===== src/rtl/mem_sched_pkg.sv =====
// Shared types and default sizing for the weighted round-robin memory port scheduler.
package mem_sched_pkg;

  typedef enum logic {
    IDLE  = 1'b0,
    BURST = 1'b1
  } sched_state_t;

  localparam int DEF_NUM_REQ  = 4;
  localparam int DEF_DATA_W   = 64;
  localparam int DEF_WEIGHT_W = 4;

  function automatic int idx_width(input int n);
    return (n > 1) ? $clog2(n) : 1;
  endfunction

endpackage


===== src/rtl/mem_port_scheduler_rr_pick.sv =====
// Cyclic priority pick: first eligible index strictly after ptr, wrapping upward.
module rr_pick
  import mem_sched_pkg::*;
#(
  parameter int NUM_REQ = DEF_NUM_REQ,
  parameter int IDX_W   = idx_width(DEF_NUM_REQ)
) (
  input  logic [NUM_REQ-1:0] eligible,
  input  logic [IDX_W-1:0]   ptr,
  output logic [NUM_REQ-1:0] winner,
  output logic [IDX_W-1:0]   winner_idx,
  output logic               any
);

  // Walk from the farthest candidate to the nearest so the nearest hit wins.
  always_comb begin
    logic [IDX_W-1:0] cand;
    winner     = '0;
    winner_idx = '0;
    any        = 1'b0;
    cand       = '0;
    for (int k = NUM_REQ; k >= 1; k--) begin
      cand = IDX_W'((int'(ptr) + k) % NUM_REQ);
      if (eligible[cand]) begin
        winner       = '0;
        winner[cand] = 1'b1;
        winner_idx   = cand;
        any          = 1'b1;
      end
    end
  end

endmodule


===== src/rtl/mem_port_scheduler.sv =====
// Packet-granular weighted round-robin arbiter muxing NUM_REQ beat streams onto one port.
module mem_port_scheduler
  import mem_sched_pkg::*;
#(
  parameter int NUM_REQ  = DEF_NUM_REQ,
  parameter int DATA_W   = DEF_DATA_W,
  parameter int WEIGHT_W = DEF_WEIGHT_W
) (
  input  logic                             clk,
  input  logic                             reset,
  input  logic [NUM_REQ-1:0]               req_valid,
  input  logic [NUM_REQ-1:0]               req_last,
  input  logic [NUM_REQ-1:0][DATA_W-1:0]   req_data,
  output logic [NUM_REQ-1:0]               req_ready,
  input  logic [NUM_REQ-1:0][WEIGHT_W-1:0] weight,
  output logic                             port_valid,
  output logic                             port_last,
  output logic [DATA_W-1:0]                port_data,
  input  logic                             port_ready,
  output logic [NUM_REQ-1:0]               grant,
  output logic                             busy
);

  localparam int IDX_W = idx_width(NUM_REQ);

  sched_state_t                     state_reg, state_next;
  logic [NUM_REQ-1:0][WEIGHT_W-1:0] credit_reg, credit_next;
  logic [IDX_W-1:0]                 ptr_reg, ptr_next;
  logic [IDX_W-1:0]                 owner_reg, owner_next;
  logic [NUM_REQ-1:0]               grant_reg, grant_next;

  logic [NUM_REQ-1:0] has_credit;
  logic [NUM_REQ-1:0] eligible;
  logic [NUM_REQ-1:0] win_onehot;
  logic [IDX_W-1:0]   win_idx;
  logic               win_any;
  logic               reload;
  logic               last_hs;

  // A round ends once no valid, enabled requester has quota left.
  assign reload = (state_reg == IDLE) && !(|has_credit);

  generate
    for (genvar gi = 0; gi < NUM_REQ; gi++) begin : g_elig
      assign has_credit[gi] = req_valid[gi] && (weight[gi] != '0) && (credit_reg[gi] != '0);
      assign eligible[gi]   = req_valid[gi] && (weight[gi] != '0) &&
                              ((credit_reg[gi] != '0) || reload);
    end
  endgenerate

  rr_pick #(
    .NUM_REQ (NUM_REQ),
    .IDX_W   (IDX_W)
  ) u_rr_pick (
    .eligible   (eligible),
    .ptr        (ptr_reg),
    .winner     (win_onehot),
    .winner_idx (win_idx),
    .any        (win_any)
  );

  assign busy       = (state_reg == BURST);
  assign grant      = grant_reg;
  assign port_valid = busy && req_valid[owner_reg];
  assign port_last  = busy && req_last[owner_reg];
  assign port_data  = busy ? req_data[owner_reg] : '0;
  assign req_ready  = grant_reg & {NUM_REQ{port_ready}};
  assign last_hs    = port_valid && port_ready && port_last;

  always_comb begin
    state_next  = state_reg;
    credit_next = credit_reg;
    ptr_next    = ptr_reg;
    owner_next  = owner_reg;
    grant_next  = grant_reg;
    unique case (state_reg)
      IDLE: begin
        if (reload) begin
          credit_next = weight;
        end
        if (win_any) begin
          state_next = BURST;
          grant_next = win_onehot;
          owner_next = win_idx;
        end
      end
      BURST: begin
        if (last_hs) begin
          if (credit_reg[owner_reg] != '0) begin
            credit_next[owner_reg] = credit_reg[owner_reg] - WEIGHT_W'(1);
          end
          ptr_next   = owner_reg;
          grant_next = '0;
          state_next = IDLE;
        end
      end
      default: state_next = IDLE;
    endcase
  end

  always_ff @(posedge clk or negedge reset) begin
    if (!reset) begin
      state_reg  <= IDLE;
      credit_reg <= '0;
      ptr_reg    <= IDX_W'(NUM_REQ - 1);
      owner_reg  <= '0;
      grant_reg  <= '0;
    end else begin
      state_reg  <= state_next;
      credit_reg <= credit_next;
      ptr_reg    <= ptr_next;
      owner_reg  <= owner_next;
      grant_reg  <= grant_next;
    end
  end

endmodule


===== config.mk =====
export PLATFORM = sky130hd
export DESIGN_NAME = mem_port_scheduler
export DESIGN_NICKNAME = d
export VERILOG_FILES = /design/src/rtl/mem_sched_pkg.sv /design/src/rtl/mem_port_scheduler_rr_pick.sv /design/src/rtl/mem_port_scheduler.sv
export SDC_FILE = /design/constraint.sdc
export NUM_CORES = 1
export LEC_CHECK = 0
export ABC_AREA = 1
export CAP_MARGIN = 20
export CORE_AREA = 2 2 139 141
export CTS_BUF_LIST = sky130_fd_sc_hd__clkbuf_4
export CTS_CLUSTER_SIZE = 24
export DETAILED_ROUTE_END_ITERATION = 16
export DIE_AREA = 0 0 141 143
export DONT_BUFFER_PORTS = 1
export GPL_ROUTABILITY_DRIVEN = 0
export GPL_TIMING_DRIVEN = 0
export PLACE_DENSITY = 0.35
export SYNTH_ARGS = -nofsm -noshare
export SYNTH_HDL_FRONTEND = slang
export SYNTH_SLANG_ARGS = --single-unit

===== constraint.sdc =====
create_clock -name clk -period 3.5 [get_ports clk]
set_input_delay 0.7 -clock clk [delete_from_list [all_inputs] [get_ports clk]]
set_output_delay 0.7 -clock clk [all_outputs]
set_load 0.01 [all_outputs]

==> summary.md <==
| Metric | Value |
|---|---|
| Outcome | `complete, no violations` |
| R2R depth | `14` |
| Netlist Area Pre-Place | `3520 um^2` |
| Mapped Nets | `832` |
| Max reg flops | `16` |
| Starting Density | `0.1894` |
| Commonest cells after routing, fill and taps aside | `a22oi_1 (129), nand2_1 (108), a21oi_1 (72), nand3_1 (36), nor2_1 (31)` |
| Detail Route Antenna Nets | `0` |
| Pin count of the biggest net entering global routing | `26` |
| Tightest Hold Check Type | `in -> async` |
| Average wire per standard cell | `approximately 28 um` |
| Highest ir drop seen on vdd | `~0.00027 V` |
| Total Wirelength | `21,580 um` |
| DRC Markers | `0` |
| Clk root buf | `clkbuf_4` |
| # IOs | `around 360` |
| Setup TNS | `0 ns` |
| Row cnt | `50` |
| DRT Pass-1 Iters | `5` |
| Sink Count | `25` |
| Clock Skews | `around 0.020 ns` |
| CTS max path bufs | `2` |
| Endpoints failing setup | `0` |
| CP endpoint kind | `output pin` |
| Antenna violations before repair | `14` |
| Avg Cell Area, Syn | `approximately 6.5 um^2` |
| Via density | `roughly 5.7` |
| CP arrival | `2.61 ns` |
| Crit path max fanout | `10` |
| Worst Setup Slack, final | `~0.19 ns` |
| Nets@finish | `835` |
| Core area | `between 15,000 and 20,000 um^2` |
| Die height | `between 100 and 150 um` |
| Post-Place Cell Area | `between 3000 and 4000 um^2` |
| Synth cell types | `37` |
| Die X | `between 100 and 150 um` |
| Vias in the first global route | `approximately 4,200` |
| First-pass GRT wire length | `around 28,000 um` |
| Reg-to-Reg End | `credit_reg[0]` |
| Synth Register Bits | `25` |
| Share of post-route cells with drive strength above 1 | `0.08440` |
| Warnings from Yosys | `0` |
| Fmax | `302.2 MHz` |
| WS Path Type | `reg -> out` |
| H-tree levels | `1` |
| Filler cell count | `between 2,000 and 2,500` |
| Max Cap Violations | `0` |
| Hpwl dp | `between 15,000 and 20,000 um` |
| Least-Margin Pin Slew | `roughly 0.62 ns` |
| RSZ-0062 raised after global routing | `no` |
| Final hold violation count | `0` |
| Period utilization | `0.9456` |
| Reg2Reg Launch Point | `owner_reg[0]` |
| Setup bufs post-CTS | `0` |
| Fin. max-slew vios | `0` |
| Iter 0 DRT Violations | `between 300 and 400` |
| Worst rel slew slack | `0.5842` |
| Worst Path Required | `2.80 ns` |
| Area delta synth->final | `9.563%` |
| CTS buffer count | `3` |
| Final Cell Area | `3856 um^2` |
| Worst-path clk slew | `around 0.15 ns` |
| Seq/Total Area, Yosys | `0.1785` |
| Via Count | `4,496` |
| Total track usage | `0.1926` |
| Reg2Reg Setup Slack | `between 1 and 1.5 ns` |
| CP Launch Type | `flop` |
| Most common cell after layout, fill and taps aside | `a22oi_1` |
| Placed Cells | `between 700 and 800` |
| Power Total | `~4.3 mW` |
| Input/output buffers | `0` |
| Crit path from | `owner_reg[1]` |
| CTS tree | `yes` |
| Die area | `~20,000 um^2` |
| Pre-CTS WS | `0.3519 ns` |
| Clock Latency Late Sink | `approximately 0.35 ns` |
| GR Overflow Total | `0` |
| PwrDens | `approximately 1100 nW/um^2` |
| Final std cells w/o fill | `slightly below 800` |
| Leak | `1.498 nW` |
| Critical path destination | `port_data[43]` |
| Post-Syn Instances | `543` |
| Crit path time final | `about 3.3 ns` |
worst min-delay path by stage:
stage          startpoint            end  slack (ns)
2_1_floorplan       reset           busy        0.40
3_3_place_gp        reset  credit_reg[9]        0.40
3_5_place_dp        reset  credit_reg[9]        0.41
4_1_cts             reset  credit_reg[9]        0.01
5_1_grt             reset       grant[1]       0.004
6_report            reset   owner_reg[0]        0.04
synthesized netlist by cell type:
master / count / area [um^2]
a21boi_0: 1 / 7.510
a21oi_1: 72 / 360.4
a21oi_4: 4 / 65.06
a221oi_1: 1 / 8.760
a221oi_2: 2 / 30.03
a22oi_1: 129 / 968.4
a22oi_2: 1 / 12.51
a31oi_4: 1 / 21.27
and2_1: 1 / 6.260
buf_1: 7 / 26.28
buf_2: 2 / 10.01
buf_4: 2 / 15.01
clkbuf_1: 29 / 108.9
dfrtp_1: 23 / 575.6
dfstp_2: 2 / 52.55
ha_1: 6 / 75.07
inv_1: 29 / 108.9
inv_2: 7 / 26.28
nand2_1: 108 / 405.4
nand2_2: 6 / 37.54
nand2_4: 2 / 22.52
nand3_1: 36 / 180.2
nand3_2: 2 / 20.02
nand3_4: 1 / 17.52
nand4_1: 1 / 6.260
nor2_1: 31 / 116.4
nor2_2: 3 / 18.77
nor2_4: 1 / 11.26
nor2_8: 1 / 20.02
o211ai_1: 1 / 7.510
o21ai_0: 16 / 80.08
o21ai_1: 5 / 25.02
o21ai_2: 2 / 17.52
o22ai_1: 5 / 31.28
or2_2: 1 / 6.260
xnor2_1: 1 / 8.760
xor2_1: 1 / 8.760
per-layer routing:
layer | vias to the layer above | wire (um) | global-route usage
met1 | 2092 | 8543 | 0.2447
li1 | 2004 | - | -
met3 | 50 | 3009 | 0.09993
met5 | - | 130 | 0
met4 | 20 | 432 | 0.04053
met2 | 330 | 9465 | 0.2919
area by class of cell:
class,instances,area [um^2],share of cell area
timing repair buffer,1,10.01,0.002596
multi-input combinational,442,2596,0.6733
sequential,25,628.1,0.1629
buffer,37,151.4,0.03926
clock buffer,4,30.03,0.007787
inverter,36,135.1,0.03504
tap,234,292.8,0.07592
antenna,5,12.51,0.003245
what timing repair did:
item / 4_1_cts / 5_1_grt
gates resized for setup: 0 / 3
endpoints found under the setup margin: 4 / 26
hold endpoints to repair: 0 / 12
hold buffers: 0 / 1
power by group:
group          internal (mW)  leakage, nW  switching, mW
clock                 0.0525       0.0184          0.105
combinational           1.04         1.16           2.57
sequential             0.414        0.315          0.121
through the flow:
| stage | hold WS (ns) | utilization |
|---|---|---|
| floorplan | 0.4044 | - |
| global placement | 0.4050 | 0.2052 |
| detailed placement | 0.4050 | 0.2052 |
| CTS | 0.01331 | 0.2064 |
| global route | 0.003669 | 0.2069 |
| finish | 0.03728 | 0.2075 |
worst max-delay path, stage by stage (launching register included):
cell and delay [ns]:
dfrtp_1 0.36, buf_4 0.19, nand2_2 0.16, inv_2 0.18, buf_2 0.33, buf_1 0.41
a22oi_1 0.16, a21oi_1 0.48
logic make-up after synthesis:
family / share of synthesized area
compound gates: 0.4646
xor+xnor: 0.004978
fa+ha+maj: 0.02133
buf+inv: 0.08390
flops: 0.1785
simple gates: 0.2467
(Power assumes the default switching activity.)
